File: config.mk
export PLATFORM = sky130hd
export DESIGN_NAME = wb_arbiter
export DESIGN_NICKNAME = d
export VERILOG_FILES = /design/src/rtl/wb_arbiter.sv
export SDC_FILE = /design/constraint.sdc
export NUM_CORES = 1
export LEC_CHECK = 0
export CORE_MARGIN = 5
export CORE_UTILIZATION = 54
export DETAILED_ROUTE_END_ITERATION = 10
export PLACE_DENSITY = 0.93
export REMOVE_ABC_BUFFERS = 1
export SLEW_MARGIN = 20
export SYNTH_ARGS = -nofsm -noshare
export SYNTH_HDL_FRONTEND = slang
export SYNTH_SLANG_ARGS = --single-unit
File: constraint.sdc
create_clock -name clk -period 10.5 [get_ports clk]
set_input_delay 2.1 -clock clk [delete_from_list [all_inputs] [get_ports clk]]
set_output_delay 2.1 -clock clk [all_outputs]
set_load 0.02 [all_outputs]
File: src/rtl/wb_arbiter.sv
`timescale 1ns/1ps
// wb_arbiter: write-back arbiter with destination-register scoreboard.
//
// Three execution units (bit0 ALU, bit1 FPU, bit2 MEM) compete for one
// register-file write port. A round-robin pointer picks the winner. The
// winning request is registered onto the write port one cycle later.
// A 64-entry pending scoreboard, indexed by {fmode, reg}, tracks issued
// destinations that have not yet been written back. It answers the issue
// check and two operand busy queries.
//
// Ports
//   clk, rstn                  clock, asynchronous active-low reset
//   req_valid/fmode/reg/data   per-requester write-back request
//   req_ready                  per-requester grant (combinational, one-hot or zero)
//   wb_hold                    suppresses all grants while high
//   wenable/wfmode/wreg/wdata  registered register-file write port
//   iss_valid/fmode/reg        issue request marking a destination pending
//   iss_ready                  issue accepted (combinational)
//   q_fmode/q_reg              two operand queries
//   q_busy                     per-query pending flag (combinational)
module wb_arbiter #(
    parameter int DW = 32
) (
    input  logic              clk,
    input  logic              rstn,
    input  logic [2:0]        req_valid,
    input  logic [2:0]        req_fmode,
    input  logic [14:0]       req_reg,
    input  logic [3*DW-1:0]   req_data,
    output logic [2:0]        req_ready,
    input  logic              wb_hold,
    output logic              wenable,
    output logic              wfmode,
    output logic [4:0]        wreg,
    output logic [DW-1:0]     wdata,
    input  logic              iss_valid,
    input  logic              iss_fmode,
    input  logic [4:0]        iss_reg,
    output logic              iss_ready,
    input  logic [1:0]        q_fmode,
    input  logic [9:0]        q_reg,
    output logic [1:0]        q_busy
);

    // Requester index reached by stepping 'off' places past 'ptr', modulo 3.
    function automatic logic [1:0] rr_index(input logic [1:0] ptr, input logic [1:0] off);
        logic [2:0] sum;
        logic [2:0] wrapped;
        sum = {1'b0, ptr} + {1'b0, off};
        if (sum >= 3'd3) begin
            wrapped = sum - 3'd3;
        end else begin
            wrapped = sum;
        end
        return wrapped[1:0];
    endfunction

    logic [1:0]    rr_ptr_r;
    logic          wenable_r;
    logic          wfmode_r;
    logic [4:0]    wreg_r;
    logic [DW-1:0] wdata_r;
    logic [63:0]   pending_r;

    logic [1:0]    cand_s;
    logic          grant_any_s;
    logic [1:0]    grant_idx_s;
    logic [2:0]    grant_s;
    logic          sel_fmode_s;
    logic [4:0]    sel_reg_s;
    logic [DW-1:0] sel_data_s;
    logic          write_s;

    logic [5:0]    iss_idx_s;
    logic          iss_zero_s;
    logic          iss_ready_s;
    logic          iss_fire_s;
    logic [63:0]   pending_next_s;
    logic [5:0]    q_idx0_s;
    logic [5:0]    q_idx1_s;

    assign wenable   = wenable_r;
    assign wfmode    = wfmode_r;
    assign wreg      = wreg_r;
    assign wdata     = wdata_r;
    assign req_ready = grant_s;
    assign iss_ready = iss_ready_s;

    // Round-robin search from rr_ptr; grants are forced off in reset and hold.
    always_comb begin
        cand_s      = 2'd0;
        grant_any_s = 1'b0;
        grant_idx_s = 2'd0;
        grant_s     = 3'b000;
        if (rstn && !wb_hold) begin
            for (int off = 0; off < 3; off++) begin
                cand_s = rr_index(rr_ptr_r, 2'(off));
                if (!grant_any_s && req_valid[cand_s]) begin
                    grant_any_s = 1'b1;
                    grant_idx_s = cand_s;
                end else begin
                    grant_any_s = grant_any_s;
                end
            end
            if (grant_any_s) begin
                grant_s = 3'b001 << grant_idx_s;
            end else begin
                grant_s = 3'b000;
            end
        end else begin
            grant_s = 3'b000;
        end
    end

    // Route the winning requester's fields toward the write port.
    always_comb begin
        sel_fmode_s = 1'b0;
        sel_reg_s   = 5'd0;
        sel_data_s  = {DW{1'b0}};
        case (grant_idx_s)
            2'd0: begin
                sel_fmode_s = req_fmode[0];
                sel_reg_s   = req_reg[4:0];
                sel_data_s  = req_data[DW-1:0];
            end
            2'd1: begin
                sel_fmode_s = req_fmode[1];
                sel_reg_s   = req_reg[9:5];
                sel_data_s  = req_data[2*DW-1:DW];
            end
            2'd2: begin
                sel_fmode_s = req_fmode[2];
                sel_reg_s   = req_reg[14:10];
                sel_data_s  = req_data[3*DW-1:2*DW];
            end
            default: begin
                sel_fmode_s = 1'b0;
                sel_reg_s   = 5'd0;
                sel_data_s  = {DW{1'b0}};
            end
        endcase
    end

    // Integer r0 is hard-wired zero: the handshake completes but nothing is written.
    assign write_s = grant_any_s & ~(~sel_fmode_s & (sel_reg_s == 5'd0));

    // Write port and round-robin pointer. Data fields only move on a real write.
    always_ff @(posedge clk or negedge rstn) begin
        if (!rstn) begin
            wenable_r <= 1'b0;
            wfmode_r  <= 1'b0;
            wreg_r    <= 5'd0;
            wdata_r   <= {DW{1'b0}};
            rr_ptr_r  <= 2'd0;
        end else begin
            wenable_r <= write_s;
            if (write_s) begin
                wfmode_r <= sel_fmode_s;
                wreg_r   <= sel_reg_s;
                wdata_r  <= sel_data_s;
            end else begin
                wfmode_r <= wfmode_r;
                wreg_r   <= wreg_r;
                wdata_r  <= wdata_r;
            end
            if (grant_any_s) begin
                rr_ptr_r <= rr_index(grant_idx_s, 2'd1);
            end else begin
                rr_ptr_r <= rr_ptr_r;
            end
        end
    end

    assign iss_idx_s   = {iss_fmode, iss_reg};
    assign iss_zero_s  = ~iss_fmode & (iss_reg == 5'd0);
    assign iss_ready_s = rstn & (iss_zero_s | ~pending_r[iss_idx_s]);
    assign iss_fire_s  = iss_valid & iss_ready_s & ~iss_zero_s;

    // Scoreboard update: clear is applied first so a same-cycle set wins.
    always_comb begin
        pending_next_s = pending_r;
        if (wenable_r) begin
            pending_next_s[{wfmode_r, wreg_r}] = 1'b0;
        end else begin
            pending_next_s = pending_next_s;
        end
        if (iss_fire_s) begin
            pending_next_s[iss_idx_s] = 1'b1;
        end else begin
            pending_next_s = pending_next_s;
        end
    end

    // Scoreboard register.
    always_ff @(posedge clk or negedge rstn) begin
        if (!rstn) begin
            pending_r <= 64'd0;
        end else begin
            pending_r <= pending_next_s;
        end
    end

    assign q_idx0_s = {q_fmode[0], q_reg[4:0]};
    assign q_idx1_s = {q_fmode[1], q_reg[9:5]};

    // Operand busy lookups; integer r0 always reads as free.
    always_comb begin
        q_busy = 2'b00;
        if (q_idx0_s == 6'd0) begin
            q_busy[0] = 1'b0;
        end else begin
            q_busy[0] = pending_r[q_idx0_s];
        end
        if (q_idx1_s == 6'd0) begin
            q_busy[1] = 1'b0;
        end else begin
            q_busy[1] = pending_r[q_idx1_s];
        end
    end

endmodule

==> flow_summary.toml, run 1 <==
[detailed_routing]
wl_per_cell_um = 25.5
route.detailed.drc = 0
via_count = 7342
routed_wirelength_um = 25600
drtIter0Drc = 879
antenna_left = 0
via_per_inst = 7.31
firstDrtPassIters = 5

[synthesis]
synth_edf_count = 0
synth_area_leader_cell = "dfrtp_1"
ys_seq_area_share_pct = 36.6
yosys_warnings = 0
synth_cells = 694
avgSynthCellArea_um2 = 10.3
yosys-top-cells-area = "dfrtp_1, mux4_2, o21ai_0"
synthArstFlopShare_pct = 100
synth_top_flop_cell = "dfrtp_1"
synth_top_area_share_pct = 36.6
syn_area_mm2 = 0.00717
synth-seq-cells = 105
ys_types = 66

[timing]
fmax_mhz = 126
min_period_ps = 7960
finClkSkew_ps = 8.11
tightest_slew_ps = 1060
drv_slew = 0
setup_tns_ps = 0
worst_slack_ps = 2540
fin_crit_sh_pct = 75.8
rsz0062_at_grt = "no"
relSlewSlack_pct = 29.1
setup_viol = 0
hold_viol_final = 0

[clock_network]
cts_made_buffers = 9
clk_latency_ps = 360
htreeDepth = 3
cts_hold_buf = 0
cts_sinks = 105
cts_setup_buffers = 0
cts_resized = 0
path_clk_slew_ps = 70
cts_tree = "built"
cts-root-buf = "clkbuf_16"
clock_path_buffers = 2

[global_route]
track_usage_pct = 31.6
grt-ovfl-total = 0
grt_pass1_vias = 7247
grt_pass1_wl_um = 39900
antenna_found_initial = 0
grt_max_degree = 77

[place]
place_congestion = 0.980
dpl.hpwl_um = 18200
place_ws_ps = 2620
port_buffers = 183
place_inst = 989

[pwr]
p_leak_nw = 3.00
powerDensity_mw_per_mm2 = 248
ir_drop_v = 0.000184
p_total_w = 0.00229

[outcome]
status = "finished clean"

[worst_setup_path]
r2r-end = "wdata[30]$_DFFE_PN0P_"
cp_max_fo = 36
critical_path.endpoint = "iss_ready"
endpoint_kind = "output port"
rrSetupSlack_ps = 5480
cp.required_ps = 8400
crit_arrival_ps = 5860
critPathLaunch = "iss_reg[2]"
ff2ff_path_depth = 15
r2r_start = "rr_ptr_r[1]$_DFFE_PN0P_"
cp-start-kind = "primary input"
critPathKind = "in -> out"

[die]
core_area_mm2 = 0.0131
die_h_um = 125
die_w_um = 125
pin_count = 184
rows = 42
start_util_pct = 54.6
die_area_mm2 = 0.0157

[final_layout]
fin_nets = 969
finalNonFillerCells = 1004
final_cell_mix = "clkdlybuf4s50_1, dfrtp_1, o21ai_0, mux4_2, a22oi_1"
layout-drive-gt1-share_pct = 10.9
final_common_cell = "clkdlybuf4s50_1"
area_growth_pct = 28.9
num_antenna_cells = 0

[worst_hold_path]
min_path_type = "reg -> reg"

[job]
maxCapViolCount = 0
## Yosys cell counts, drive strengths merged, types with 10 or more instances
| cell type | n |
|---|---|
| dfrtp | 105 |
| o21ai | 92 |
| mux4 | 42 |
| clkbuf | 41 |
| a22oi | 40 |
| a31oi | 39 |
| o31ai | 39 |
| a311oi | 38 |
| o211ai | 37 |
| buf | 34 |
| nand2 | 26 |
| nand3 | 19 |
| nor2 | 15 |
| inv | 10 |
## report_power, final
| part | internal (W) | switching (W) |
|---|---|---|
| clock | 0.000186 | 0.000159 |
| combinational | 0.000519 | 0.000666 |
| sequential | 0.000573 | 0.000188 |
## worst min-delay path by stage
stage,slack [ps],from,endpoint,depth (start not counted)
after floorplan,460,pending_r[0]$_DFF_PN0_,pending_r[0]$_DFF_PN0_,1
after global placement,470,pending_r[0]$_DFF_PN0_,pending_r[0]$_DFF_PN0_,1
after detailed placement,510,pending_r[0]$_DFF_PN0_,pending_r[0]$_DFF_PN0_,1
after CTS,530,pending_r[0]$_DFF_PN0_,pending_r[0]$_DFF_PN0_,1
after global routing,560,pending_r[0]$_DFF_PN0_,pending_r[0]$_DFF_PN0_,1
final,540,pending_r[0]$_DFF_PN0_,pending_r[0]$_DFF_PN0_,1
## worst max-delay path, stage by stage
cell and delay (ps):
clkdlybuf4s50_1 840, nor2_1 770, a22oi_1 190, o2111ai_1 200, nand3b_1 140, o211ai_4 830
o32ai_1 190, clkdlybuf4s50_1 580
## area by class of cell
| cell class | instances | area (um^2) |
|---|---|---|
| clock buffer | 10 | 229 |
| fill | 983 | 3890 |
| inverter | 10 | 37.5 |
| sequential | 105 | 2630 |
| tap | 176 | 220 |
| clock inverter | 5 | 63.8 |
| timing repair buffer | 194 | 1900 |
| multi-input combinational | 504 | 4160 |
## flip-flops by register name, indices dropped and copies added, names as in the netlist
signal / count
wfmode: 1
pending_r: 64
rr_ptr_r: 2
wreg: 5
wenable: 1
wdata: 32
## layer usage
layer	up-vias	global-route usage, %	share of wire, %	wire (um)
met5	-	0	0	0
met1	3589	37.7	35	8970
met4	0	13.8	4.8	1230
met3	89	9.81	12	3000
met2	546	53.0	48	12400
li1	3118	-	-	-
## metrics by stage
stage	hold slack, ps	cell area [um^2]	util [%]
2_1_floorplan	458	6800	-
3_3_place_gp	473	8960	68.2
3_5_place_dp	512	8960	68.2
4_1_cts	530	9250	70.4
5_1_grt	556	9240	70.4
6_report	538	9240	70.4
## cell families after synthesis
group / synth area share [%]
muxes: 15.9
DFF: 36.6
and+or+nand+nor: 8.27
adders and majority gates: 1.05
AOI/OAI and AO/OA: 32.5
buffers and inverters: 5.67
Note: power is estimated with default switching activity, not from simulation.
==> run 2: changes to the inputs <==
Settings changed: CORE_UTILIZATION 54 to 50, PLACE_DENSITY 0.93 to 0.87.
Clock period 10.5 ns to 8 ns, I/O delays scaled along.
==> run 2 against run 1 <==
Net effect:
- sequential share of layout area fell by 0.11 points
- routed wire length is 0.32% higher
- clock power is 34% higher
- worst hold slack got worse by 2.6 ps
- total power increased by 31%
- first-iteration DRC count increased by 11%
- die area is 7.3% higher
- non-clock buffer count rose by 3
- critical path depth is the same
- sequential cell count unchanged
- critical path type unchanged
- critical endpoint unchanged
- largest cell class unchanged
- largest power group unchanged
==> flow_summary.toml, run 2 (synthesized netlist as in run 1, its figures left out) <==
[clock_network]
cts_hold_buf = 0
cts_setup_buffers = 0
clock_path_buffers = 2
htreeDepth = 3
cts_tree = "built"
cts_made_buffers = 9
clk_latency_ps = 360
cts_resized = 0
path_clk_slew_ps = 80
cts_sinks = 105
cts-root-buf = "clkbuf_16"

[detailed_routing]
routed_wirelength_um = 25700
via_per_inst = 7.11
antenna_left = 0
wl_per_cell_um = 25.4
drt-met1-wl_um = 9380
met3RoutedLength_um = 3320
route.detailed.drc = 0
routed.top_layer = "met4"
drtIter0Drc = 974
firstDrtPassIters = 8
wl_met2_um = 12000
via_count = 7192

[timing]
hold_viol_final = 0
tightest_slew_ps = 1090
relSlewSlack_pct = 27.4
setup_tns_ps = 0
setup_viol = 0
drv_slew = 0
rsz0062_at_grt = "no"
finClkSkew_ps = 11.5
min_period_ps = 6830
fin_crit_sh_pct = 85.4
fmax_mhz = 146

[place]
port_buffers = 183
dpl.hpwl_um = 18500
place_congestion = 0.997

[pwr]
p_total_w = 0.00301
p_leak_nw = 3.02
ir_drop_v = 0.000204
powerDensity_mw_per_mm2 = 324

[worst_setup_path]
ff2ff_path_depth = 15
crit_arrival_ps = 5230
critPathKind = "in -> out"
cp_max_fo = 36
cp.required_ps = 6400
cp-start-kind = "primary input"
endpoint_kind = "output port"

[outcome]
status = "finished clean"

[final_layout]
final_common_cell = "clkdlybuf4s50_1"
largest-register = "pending_r"
num_antenna_cells = 0
fin_nets = 972
area_growth_pct = 29.4
final_cell_mix = "clkdlybuf4s50_1, dfrtp_1, o21ai_0, mux4_2, a22oi_1"
largest_reg_flops = 64
layout-drive-gt1-share_pct = 11.4

[die]
die_w_um = 130
die_h_um = 130
rows = 43
core_area_mm2 = 0.0140
die_area_mm2 = 0.0168
pin_count = 184
start_util_pct = 51.3

[global_route]
grt_pass1_wl_um = 38900
track_usage_pct = 29.8
grt_max_degree = 76
grt-ovfl-total = 0
antenna_found_initial = 0
grt_pass1_vias = 6974

[worst_hold_path]
min_path_cells = 1
min_path_type = "reg -> reg"

[job]
maxCapViolCount = 0
run 2: cell count changes in the layout (fill, tap and decap cells not counted), sizes merged:
cell | previous run | this run
buf | 14 | 17
clkinv | 1 | 3
clkbuf | 10 | 9
run 2: worst max-delay path: stages:
cell	delay, ps
clkdlybuf4s50_1	720
and2_1	460
nand2_1	110
o21ai_0	80
a2111oi_1	680
o211ai_4	440
o32ai_1	470
clkdlybuf4s50_1	680
run 2: where the power goes:
part           leakage (nW)  internal, W  switching [W]
Combinational          1.80     0.000680       0.000872
Sequential             1.07     0.000751       0.000247
Clock                 0.148     0.000246       0.000215
Total                  3.02      0.00168        0.00133
run 2: final timing paths:
check                                          to                    start  slack (ps)
max                                     iss_ready               iss_reg[0]        1170
min                        pending_r[0]$_DFF_PN0_   pending_r[0]$_DFF_PN0_         540
max reg2reg                   wreg[3]$_DFFE_PN0P_  rr_ptr_r[1]$_DFFE_PN0P_        3210
min reg2reg                pending_r[0]$_DFF_PN0_   pending_r[0]$_DFF_PN0_         540
max in group asynchronous  pending_r[5]$_DFF_PN0_                     rstn        5450
min in group asynchronous  pending_r[2]$_DFF_PN0_                     rstn        1220
run 2: cell type report:
class,count,area [um^2]
multi-input combinational,504,4160
fill,1092,4710
tap,180,225
clock buffer,9,225
clock inverter,7,76.3
timing repair buffer,197,1920
inverter,10,37.5
sequential,105,2630
run 2: per-stage QoR:
step           instances  utilization [%]  instance area [um^2]  hold slack (ps)  setup WS [ps]
2_1_floorplan        619                -                  6800              458            950
3_3_place_gp         996             64.3                  8990              493           1240
3_5_place_dp         996             64.3                  8990              504           1200
4_1_cts             1012             66.4                  9290              523           1210
5_1_grt             1012             66.3                  9280              543            960
6_report            1012             66.3                  9280              535           1170
run 2: per-layer routing:
metal / vias to the layer above / track usage (%)
met4: 0 / 11.0
met2: 546 / 47.2
li1: 3122 / -
met5: - / 0
met3: 68 / 9.09
met1: 3456 / 39.0
==> run 3: changes to the inputs <==
Settings changed: ABC_AREA set to 1, CORE_UTILIZATION 50 to 51, GPL_ROUTABILITY_DRIVEN set to 1, PLACE_DENSITY 0.87 to 0.88.
==> run 3 against run 2 <==
Net effect:
- count of clock-buffer cells in the layout is 3 higher
- clock skew is 6.2 ps lower
- utilization hardly changed
- total power is 7.3% lower
- sequential cell count stayed put
- synthesized cell count is 63% higher
- register-to-register slack better by 970 ps
- die area is 0.73% higher
- routed wire length is 1.3% lower
- maximum frequency is 7.1% higher
- final area is 2.7% higher
==> flow_summary.toml, run 3 <==
[detailed_routing]
via_count = 8577
drtIter0Drc = 887
route.detailed.drc = 0
via_per_inst = 5.86
antenna_left = 0
routed_wirelength_um = 25300
wl_per_cell_um = 17.3
firstDrtPassIters = 6

[final_layout]
fillers = 1243
num_antenna_cells = 0
layout-drive-gt1-share_pct = 4.38
fin_util_pct = 66.3
largest-register = "pending_r"
area_growth_pct = 29.2
final_cell_mix = "nand2_1, clkdlybuf4s50_1, o21ai_0, nand3_1, dfrtp_1"
largest_reg_flops = 64
fin_nets = 1420
final_common_cell = "nand2_1"

[global_route]
track_usage_pct = 29.3
grt_pass1_vias = 7825
grt_max_degree = 61
grt_pass1_wl_um = 39500
antenna_found_initial = 0
grt-ovfl-total = 0

[die]
die_h_um = 130
rows = 44
core_area_mm2 = 0.0144
die_area_mm2 = 0.0170
start_util_pct = 51.3
die_w_um = 130
pin_count = 184

[timing]
hold_viol_final = 0
relSlewSlack_pct = 38.6
fmax_mhz = 157
fin_crit_sh_pct = 79.7
drv_slew = 0
hold_slack_ps = 474
tightest_slew_ps = 918
finClkSkew_ps = 5.36
setup_tns_ps = 0
worst_slack_ps = 1620
setup_viol = 0
rsz0062_at_grt = "no"
min_period_ps = 6380

[synthesis]
yosys-top-cells-area = "dfrtp_1, nand2_1, o21ai_0"
synthArstFlopShare_pct = 100
yosys_warnings = 0
avgSynthCellArea_um2 = 6.51
synth_top_area_share_pct = 35.6
synth_cells = 1133
synth_commonest_cells = "nand2_1, o21ai_0, nand3_1, dfrtp_1, inv_1"
syn_area_mm2 = 0.00737
synth_area_leader_cell = "dfrtp_1"
synth_most_common_cell = "nand2_1"
synth-seq-cells = 105
ys_seq_area_share_pct = 35.6
synth_edf_count = 0
synth_top_flop_cell = "dfrtp_1"
ys_types = 37

[clock_network]
cts_resized = 0
htreeDepth = 3
cts_sinks = 105
clk_latency_ps = 340
cts_tree = "built"
cts_made_buffers = 9
path_clk_slew_ps = 70
clock_path_buffers = 2
cts_hold_buf = 0
cts-root-buf = "clkbuf_16"
cts_setup_buffers = 0

[place]
place_ws_ps = 1720
place_congestion = 0.997
dpl.hpwl_um = 18800
port_buffers = 183

[worst_setup_path]
crit_arrival_ps = 4780
critPathKind = "in -> out"
endpoint_kind = "output port"
cp_max_fo = 35
cp.required_ps = 6400
ff2ff_path_depth = 23
cp-start-kind = "primary input"

[job]
maxCapViolCount = 0

[outcome]
status = "finished clean"

[pwr]
powerDensity_mw_per_mm2 = 293
p_clk_share_pct = 16.1
switchingPower_w = 0.00126
seq_power_share_pct = 34.2
netSwitchingFraction_pct = 45.3
comb_power_share_pct = 49.7
ir_drop_v = 0.000168
p_int_w = 0.00153
p_leak_nw = 4.09
p_total_w = 0.00279

[worst_hold_path]
min_path_cells = 2
min_path_type = "reg -> reg"
run 3: final timing paths:
path / from / endpoint / slack [ps]
min in group asynchronous: rstn / pending_r[14]$_DFF_PN0_ / 1260
max in group asynchronous: rstn / pending_r[27]$_DFF_PN0_ / 5540
worst max-delay path: iss_reg[0] / iss_ready / 1620
worst min-delay path: wdata[13]$_DFFE_PN0P_ / wdata[13]$_DFFE_PN0P_ / 470
worst max register to register: rr_ptr_r[0]$_DFFE_PN0P_ / wdata[9]$_DFFE_PN0P_ / 4180
worst min register to register: wdata[13]$_DFFE_PN0P_ / wdata[13]$_DFFE_PN0P_ / 470
run 3: layer usage:
layer | up-vias | wire length, um | track usage, %
met5 | - | 0 | 0
li1 | 4086 | - | -
met4 | 0 | 1020 | 14.0
met2 | 545 | 11800 | 46.6
met1 | 3868 | 9710 | 38.0
met3 | 78 | 2840 | 6.51
run 3: cells by family after synthesis:
kind of cell	share of synthesized area (%)
buffers and inverters	8.70
adders and majority gates	1.02
and+or+nand+nor	33.2
AOI/OAI and AO/OA	21.4
DFF	35.6
run 3: power by group through the flow:
stage	sequential, W	clock, W	combinational (W)
after floorplan	0.000979	0	0.000732
after global placement	0.000942	0	0.00134
after detailed placement	0.000947	0	0.00137
after CTS	0.000940	0.000450	0.00138
after global routing	0.000971	0.000470	0.00154
final	0.000955	0.000449	0.00139
run 3: area by class of cell:
cell class,instances,area (um^2),area share [%]
multi-input cells,878,4110,43.1
repair buffers,200,1960,20.5
flip-flops and latches,105,2630,27.6
inverters,81,304,3.19
clock buffers,12,246,2.59
clock inverters,4,52.6,0.552
well taps,184,230,2.42
run 3: through the flow:
step           std cells  instance area [um^2]
6_report            1464                  9530
5_1_grt             1464                  9530
4_1_cts             1464                  9520
3_5_place_dp        1448                  9220
3_3_place_gp        1448                  9220
2_1_floorplan       1064                  7040
run 3: worst max-delay path: stages:
cell and delay (ps):
clkdlybuf4s50_1 850, inv_2 380, nand3_1 190, inv_1 190, nand2_1 100, o21ai_0 80
nor2_1 120, nand2_1 50, nand2_1 60, nand4_1 90, nor2_1 220, a21oi_1 110
nor2_1 100, clkdlybuf4s50_1 620
